$ cat config.mk
export PLATFORM = sky130hd
export DESIGN_NAME = mmio_timer_responder
export DESIGN_NICKNAME = d
export VERILOG_FILES = /design/src/rtl/mmio_timer_responder.sv
export SDC_FILE = /design/constraint.sdc
export NUM_CORES = 1
export LEC_CHECK = 0
export CAP_MARGIN = 25
export CORE_MARGIN = 1
export CORE_UTILIZATION = 50
export CTS_BUF_LIST = sky130_fd_sc_hd__clkbuf_4 sky130_fd_sc_hd__clkbuf_8
export CTS_CLUSTER_SIZE = 20
export DETAILED_ROUTE_END_ITERATION = 12
export PLACE_DENSITY = 0.73
export SYNTH_ARGS = -nofsm -noshare
export SYNTH_HDL_FRONTEND = slang
export SYNTH_SLANG_ARGS = --single-unit
$ cat constraint.sdc
create_clock -name iCLK -period 3.8 [get_ports iCLK]
set_clock_uncertainty 0.15 [all_clocks]
set_input_delay 0.95 -clock iCLK [delete_from_list [all_inputs] [get_ports iCLK]]
set_output_delay 0.95 -clock iCLK [all_outputs]
set_load 0.02 [all_outputs]
$ cat src/rtl/mmio_timer_responder.sv
// Memory-mapped prescaled timer responder for the CPU Dw* data bus (32-byte register window).
// Define TIMER_CAPTURE_EN to add the synchronised iCapture input and the CAPTURE register.

module mmio_timer_responder #(
  parameter logic [31:0] BASE_ADDR = 32'hFF200500,
  parameter int unsigned PRESC_W   = 16
) (
  input  logic        iCLK,
  input  logic        iRST,
  input  logic        DwReadEnable,
  input  logic        DwWriteEnable,
  input  logic [3:0]  DwByteEnable,
  input  logic [31:0] DwAddress,
  input  logic [31:0] DwWriteData,
  output logic [31:0] DwReadData,
  output logic        oHit,
`ifdef TIMER_CAPTURE_EN
  input  logic        iCapture,
`endif
  output logic        oIRQ
);

  typedef enum logic [2:0] {
    REG_CTRL    = 3'd0,
    REG_PRESC   = 3'd1,
    REG_COMPARE = 3'd2,
    REG_COUNT   = 3'd3,
    REG_STATUS  = 3'd4,
    REG_CAPTURE = 3'd5,
    REG_RSVD6   = 3'd6,
    REG_RSVD7   = 3'd7
  } reg_e;

  typedef struct packed {
    logic irq_en;
    logic auto_reload;
    logic en;
  } ctrl_t;

  localparam logic [PRESC_W-1:0] PSC_ONE = PRESC_W'(1);

  ctrl_t               ctrl;
  logic [PRESC_W-1:0]  presc;
  logic [PRESC_W-1:0]  psc_cnt;
  logic [31:0]         compare;
  logic [31:0]         count;
  logic                match_flag;
  logic                ovf_flag;
  logic                capt_flag;
  logic [31:0]         capture_reg;

  reg_e        reg_sel;
  logic        wr;
  logic        wr_ctrl;
  logic        wr_presc;
  logic        wr_compare;
  logic        wr_count;
  logic [31:0] be_mask;
  logic [31:0] reg_val;
  logic [31:0] wr_val;
  logic [2:0]  w1c_bits;
  logic        tick;
  logic        set_match;
  logic        set_ovf;
  logic [31:0] count_tick;

  // Address bits [1:0] only pick a byte inside a word; lane selection comes from DwByteEnable.
  logic unused_addr_bits;
  assign unused_addr_bits = ^DwAddress[1:0];

  assign oHit     = (DwAddress[31:5] == BASE_ADDR[31:5]);
  assign reg_sel  = reg_e'(DwAddress[4:2]);
  assign wr       = oHit & DwWriteEnable;
  assign wr_ctrl    = wr && (reg_sel == REG_CTRL);
  assign wr_presc   = wr && (reg_sel == REG_PRESC);
  assign wr_compare = wr && (reg_sel == REG_COMPARE);
  assign wr_count   = wr && (reg_sel == REG_COUNT);
  assign be_mask  = {{8{DwByteEnable[3]}}, {8{DwByteEnable[2]}},
                     {8{DwByteEnable[1]}}, {8{DwByteEnable[0]}}};

  always_comb begin
    // NOTE: assigning a default before the case keeps this block purely combinational (no latch).
    reg_val = '0;
    case (reg_sel)
      REG_CTRL:    reg_val = {29'd0, ctrl};
      REG_PRESC:   reg_val = 32'(presc);
      REG_COMPARE: reg_val = compare;
      REG_COUNT:   reg_val = count;
      REG_STATUS:  reg_val = {29'd0, capt_flag, ovf_flag, match_flag};
      REG_CAPTURE: reg_val = capture_reg;
      default:     reg_val = '0;
    endcase
  end

  assign DwReadData = (oHit && DwReadEnable) ? reg_val : '0;

  // Lane-merged write value: unselected byte lanes keep the register's current contents.
  assign wr_val   = (reg_val & ~be_mask) | (DwWriteData & be_mask);
  assign w1c_bits = (wr && (reg_sel == REG_STATUS)) ? (DwWriteData[2:0] & be_mask[2:0]) : 3'b000;

  assign tick = ctrl.en && (psc_cnt == '0);

  always_comb begin
    count_tick = count;
    set_match  = 1'b0;
    set_ovf    = 1'b0;
    if (tick) begin
      if (count == compare) begin
        set_match  = 1'b1;
        count_tick = ctrl.auto_reload ? 32'd0 : count + 32'd1;
      end else if (count == 32'hFFFF_FFFF) begin
        set_ovf    = 1'b1;
        count_tick = 32'd0;
      end else begin
        count_tick = count + 32'd1;
      end
    end
  end

  always_ff @(posedge iCLK or negedge iRST) begin
    if (!iRST) begin
      // NOTE: non-blocking assignments so every register samples pre-edge values together.
      ctrl       <= '0;
      presc      <= '0;
      psc_cnt    <= '0;
      compare    <= '0;
      count      <= '0;
      match_flag <= 1'b0;
      ovf_flag   <= 1'b0;
    end else begin
      if (wr_ctrl) ctrl <= ctrl_t'(wr_val[2:0]);

      if (wr_presc) begin
        presc   <= wr_val[PRESC_W-1:0];
        psc_cnt <= wr_val[PRESC_W-1:0];
      end else if (ctrl.en) begin
        psc_cnt <= tick ? presc : psc_cnt - PSC_ONE;
      end

      if (wr_compare) compare <= wr_val;

      // A CPU write to COUNT wins over the tick increment in the same cycle.
      count <= wr_count ? wr_val : count_tick;

      // Hardware set takes priority over a coincident write-1-to-clear.
      match_flag <= set_match | (match_flag & ~w1c_bits[0]);
      ovf_flag   <= set_ovf   | (ovf_flag   & ~w1c_bits[1]);
    end
  end

`ifdef TIMER_CAPTURE_EN
  // [1:0] is the two-flop synchroniser, [2] holds the previous synchronised level for edge detect.
  logic [2:0] capt_sync;
  logic       capt_edge;

  assign capt_edge = capt_sync[1] & ~capt_sync[2];

  always_ff @(posedge iCLK or negedge iRST) begin
    if (!iRST) begin
      capt_sync   <= '0;
      capture_reg <= '0;
      capt_flag   <= 1'b0;
    end else begin
      capt_sync <= {capt_sync[1:0], iCapture};
      if (capt_edge) capture_reg <= count;
      capt_flag <= capt_edge | (capt_flag & ~w1c_bits[2]);
    end
  end
`else
  logic unused_capt_clear;
  assign unused_capt_clear = w1c_bits[2];
  assign capt_flag         = 1'b0;
  assign capture_reg       = '0;
`endif

  assign oIRQ = ctrl.irq_en & (match_flag | ovf_flag);

endmodule

Word level (Yosys, flattened, before mapping)
Cells that the tools add are included.
{ "op_classes": {"shift": 0, "order_cmp": 0, "muxes": 16, "bitwise": 14, "n_addsub": 2, "div": 0, "reduce_logical": 11, "eq_ne": 7, "multipliers": 0} }
{ "op_table": {"columns": ["operator", "n"], "rows": [
  ["2-to-1 mux 32 bit", 6],
  ["one-hot mux 32 bit (5 select lines)", 1],
  ["AND 32 bit", 2],
  ["2-to-1 mux 16 bit", 3],
  ["adder 32 x 1 -> 32 bit (second input constant)", 1],
  ["equality test 32 bit", 1],
  ["equality test 32 bit (second input constant)", 1],
  ["inverter 32 bit", 1],
  ["OR 32 bit", 1],
  ["equality test 27 bit (second input constant)", 1],
  ["zero test 16 bit", 1],
  ["subtractor 16 x 1 -> 16 bit (second input constant)", 1],
  ["logical AND 1 bit", 7],
  ["equality test 3 x 2 -> 1 bit (second input constant)", 2],
  ["2-to-1 mux 1 bit", 5],
  ["AND 1 bit", 4],
  ["nonzero test 2 bit", 2],
  ["equality test 3 x 1 -> 1 bit (second input constant)", 1],
  ["equality test 3 bit (second input constant)", 1],
  ["zero test 3 bit", 1],
  ["OR 1 bit", 3],
  ["AND 2 bit", 1],
  ["2-to-1 mux 2 bit", 1],
  ["inverter 1 bit", 2]
]} }
{ "word_totals": {"elab_cells": 59, "mem_bits_ro": 0, "mem_count": 0, "mem_bits_rw": 0, "latchBits": 0, "inputBits": 72, "regBits": 101} }

Logic depth before layout (Yosys ltp)
{ "depth": {"word_depth": 7, "ltp_mapped": 11, "ltp_nobuf": 9} }

Least setup slack after synthesis
No wires, ideal clock.
{ "synth_timing": {"kind": "input to output", "startpoint": "input DwAddress[11]", "endpoint": "output DwReadData[18]", "path_buffers": 2, "setup_slack_ns": -0.189, "required_ns": 2.700, "arrival_time_ns": 2.889, "stages": 6, "cell_sequence": "or4b_2 -> nor4_1 -> and2_0 -> clkbuf_1 -> clkbuf_1 -> and3_1"} }
{ "synth_via": {"elab_chain_cells": 3} }
{ "synth_rtl": {"columns": ["element", "line_no", "text"], "rows": [
  ["start, declared", "13", "input logic [31:0] DwAddress,"],
  ["equality test 27 bit", "71", "assign oHit = (DwAddress[31:5] == BASE_ADDR[31:5]);"],
  ["via oHit", "16", "output logic oHit,"],
  ["logical AND 1 bit", "95", "assign DwReadData = (oHit && DwReadEnable) ? reg_val : '0;"],
  ["2-to-1 mux 32 bit", "95", null],
  ["end, declared", "15", "output logic [31:0] DwReadData,"]
]} }
The timed path passes the listed nets, and every way through them passes these cells.

Final worst setup path
{ "layout_timing": {"startpoint": "input DwAddress[12]", "endpoint": "output DwReadData[4]"} }
{ "layout_via": {"elab_chain_cells": 3} }
{ "layout_rtl": {"columns": ["element", "line_no"], "rows": [
  ["equality test 27 bit", "71"],
  ["logical AND 1 bit", "95"],
  ["2-to-1 mux 32 bit", "95"]
]} }
Every way passes these cells.

==> results by group <==
Outcome
  • Status: completed

Worst setup path
  • R2R Setup Slk: 0.53 ns
  • Crit-path max cell delay: 0.54 ns
  • Type of origin of the critical path: input pin
  • R2r endpoint: count[30]
  • CP Capture Type: output pin
  • Most frequent CP cell: buf_6
  • Largest fanout on the critical path: 8
  • Slowest-stage cell, CP: or4_4
  • CP required: 2.70 ns
  • Crit path DAT: 2.66 ns
  • Critical path, cell by cell: buf_6, or4_4, nor4_4, and2_4, nand2_8, buf_16, nor2_4, buf_6
  • Worst setup path class: input pin to output pin
  • Launching point of the worst reg2reg path: psc_cnt[0]
  • Worst r2r path cells: 10

Finish
  • Commonest cells after routing, fill and taps aside: nand2_1 (103), dfrtp_1 (101), nor2_1 (74)
  • Layout Nets: 1017
  • Fillers: 1135
  • Fin area: 8776 um2
  • Leading cell type in the layout, fill and taps excluded: nand2_1
  • Final core utilization: 0.6575
  • Share of cells above drive strength 1: 0.2321
  • Area grow syn2layout: 26.84%
  • Final non-filler cell total: 1124
  • Antenna diodes: 0

Global route
  • GR Util All Layers: 0.3239
  • Largest net degree at the start of global routing: 50
  • First-pass GRT wire length: 35.97 mm
  • Initial antenna violation count: 0
  • Total gr overflow: 0
  • Via count of the first global-routing pass: 6823

Synthesis
  • Syn_area_per_cell: 8.227 um2
  • Mapped Area: 6919 um2
  • Synth area leaders: dfrtp_1 (37%), mux2_2 (7.6%), nand2_1 (5.6%)
  • Post-synth cell types: 63
  • Post-synth top area share: 0.3653
  • Post-synth ARST share: 1.000
  • #FFs+latches synth: 101
  • Mapped Cells: 841
  • Seq/Total Area, Yosys: 0.3653
  • Post-synth top area cell: dfrtp_1
  • Number of flops mapped to enable cells by yosys: 0
  • Ys Warns: 0
  • Post-Syn Nets: 915
  • Top FF cell, synth: dfrtp_1

Power
  • Worst VDD drop: 0.0001689 V
  • Clock Power Share: 0.368
  • P_sw: 0.5008 mW
  • Power per Cell Area: 227.5 nW/um2
  • Pleak: 3.754 nW
  • Comb pwr share: 0.094
  • Final Total Pwr: 1.997 mW
  • Seq pwr share: 0.538
  • Internal cell power: 1.496 mW
  • Switch share: 0.2508

Clock network
  • Cts bufs inserted: 9
  • CTS tree: done
  • Clock transition at the registers of the reported paths: 0.11 ns
  • Buffer type at the clock tree root: clkbuf_8
  • Clock buffer depth: 2
  • H-Tree Depth: 3
  • CTS sink cnt: 101
  • Post-CTS Hold Fix Bufs: 0
  • Clock Latency Late Sink: 0.39 ns

Floorplan
  • DIE AREA: 14310 um2
  • Core Region: 13350 um2
  • FP Rows: 42
  • Initial Utilization: 0.5184
  • Die width: 119.6 um
  • Die Y: 119.6 um
  • Number of top-level pins: 106

Placed design
  • DP Area: 8542 um2
  • RePlAce Congestion: 0.9304
  • DP Wirelength: 16.53 mm
  • Placed cells: 1106
  • Pre-CTS setup slack: -0.8313 ns
  • PortBufs: 103

Timing
  • RSZ-0062 raised after global routing: true
  • Final setup fails: 0
  • Slew Limit Fails: 0
  • Slew headroom: 0.4551
  • Tightest Pin Transition: 0.8099 ns
  • Smallest setup slack after layout: 0.03532 ns
  • Final-report hold violation count: 0
  • Min Tclk post-route: 3.765 ns
  • Fmax: 0.2656 GHz
  • Final cycle utilization of the critical path: 0.9907

Drt
  • Final antenna-violating net count: 0
  • Vias: 6986
  • DR WL/cell: 19.90 um
  • 1st-pass router iterations: 5
  • DR vias/cell: 6.215
  • DR DRC count: 0
  • DRT Wirelength: 22.36 mm
  • 1st-iter DRT viols: 719

Run
  • Max cap viols: 0

Hold path
  • Worst Hold Path Cells: 2
  • Hold crit path type: flop to flop
  • Min-delay src: presc[0]
  • Hold Path End: presc[0]
[sequential cells by signal, indices dropped and copies added (netlist names)]
name and cells:
count 32, ovf_flag 1, presc 16, match_flag 1
ctrl 3, psc_cnt 16, compare 32
[through the flow]
stage	hold slack [ns]	setup TNS, ns
floorplan	0.3016	0
global placement	0.3441	-25.84
detailed placement	0.3636	-26.61
CTS	0.3910	0
global route	0.4143	-0.005198
finish	0.3854	0
[logic make-up (layout without fill, tap and decap cells)]
| group | after synthesis | count (layout) | share of synthesized area |
|---|---|---|---|
| compound gates | 180 | 180 | 0.1684 |
| xor+xnor | 37 | 37 | 0.04684 |
| fa+ha+maj | 2 | 2 | 0.003616 |
| buf+inv | 78 | 185 | 0.04376 |
| flops | 101 | 101 | 0.3653 |
| mux | 55 | 55 | 0.09168 |
| simple gates | 388 | 388 | 0.2805 |
[area by class of cell]
class | instances | area, um2 | share of cell area
clock inverters | 6 | 68.82 | 0.007841
inverters | 13 | 48.80 | 0.005560
well taps | 176 | 220.2 | 0.02509
flip-flops and latches | 101 | 2527 | 0.2880
multi-input cells | 662 | 4322 | 0.4924
clock buffers | 10 | 137.6 | 0.01568
repair buffers | 156 | 1451 | 0.1654
[Yosys cell counts (3+ instances only)]
library cell and instances:
clkbuf_1 56, a22o_1 11, nor3_1 24, nand3_1 24, a21boi_0 8, a21oi_1 16, nand4_1 25, nand3b_1 3
nand2b_1 5, a31oi_1 7, nor4_1 13, nor2b_1 7, a211o_1 3, nand2_1 104, o21a_1 4, or3_1 15
inv_1 13, a21o_1 4, o21ai_0 71, o211ai_1 6, and3_1 20, or2_2 16, nor4bb_1 3, dfrtp_1 101
mux2_2 47, and4_1 3, and2_1 16, mux2i_1 6, a22oi_1 34, or4_1 3, nor2_1 94, xnor2_1 36
buf_1 6
[timing repair]
item,CTS,global route
endpoints found under the setup margin,33,33
buffers inserted,0,1
gates cloned,1,0
pin swaps,20,9
resized for setup,200,22
[critical path, delay by kind of cell]
kind                   cells  cell delay [ns]
AND/OR/NAND/NOR            5             1.32
buffers and inverters      3             0.40
[worst max path at each step]
stage | from | end | slack [ns]
floorplan | DwAddress[11] | DwReadData[10] | 0.02
global placement | DwAddress[11] | DwReadData[10] | -0.81
detailed placement | DwAddress[11] | DwReadData[6] | -0.83
CTS | DwAddress[9] | DwReadData[4] | 0.005
global route | DwAddress[12] | DwReadData[4] | -0.005
finish | DwAddress[12] | DwReadData[4] | 0.04
[metal layers]
metal,track usage,wire (um),up-vias
li1,-,-,3210
met1,0.4406,9440,3401
met2,0.5123,10490,323
met3,0.06321,1785,52
met4,0.1172,646,0
met5,0,0,-
[power groups by stage]
stage	clock, mW	combinational [mW]	sequential (mW)
floorplan	0	0.0546	1.10
global placement	0	0.185	1.10
detailed placement	0	0.189	1.10
CTS	0.743	0.187	1.07
global route	0.786	0.203	1.07
finish	0.735	0.188	1.07
Power figures use the tool's default switching activity.
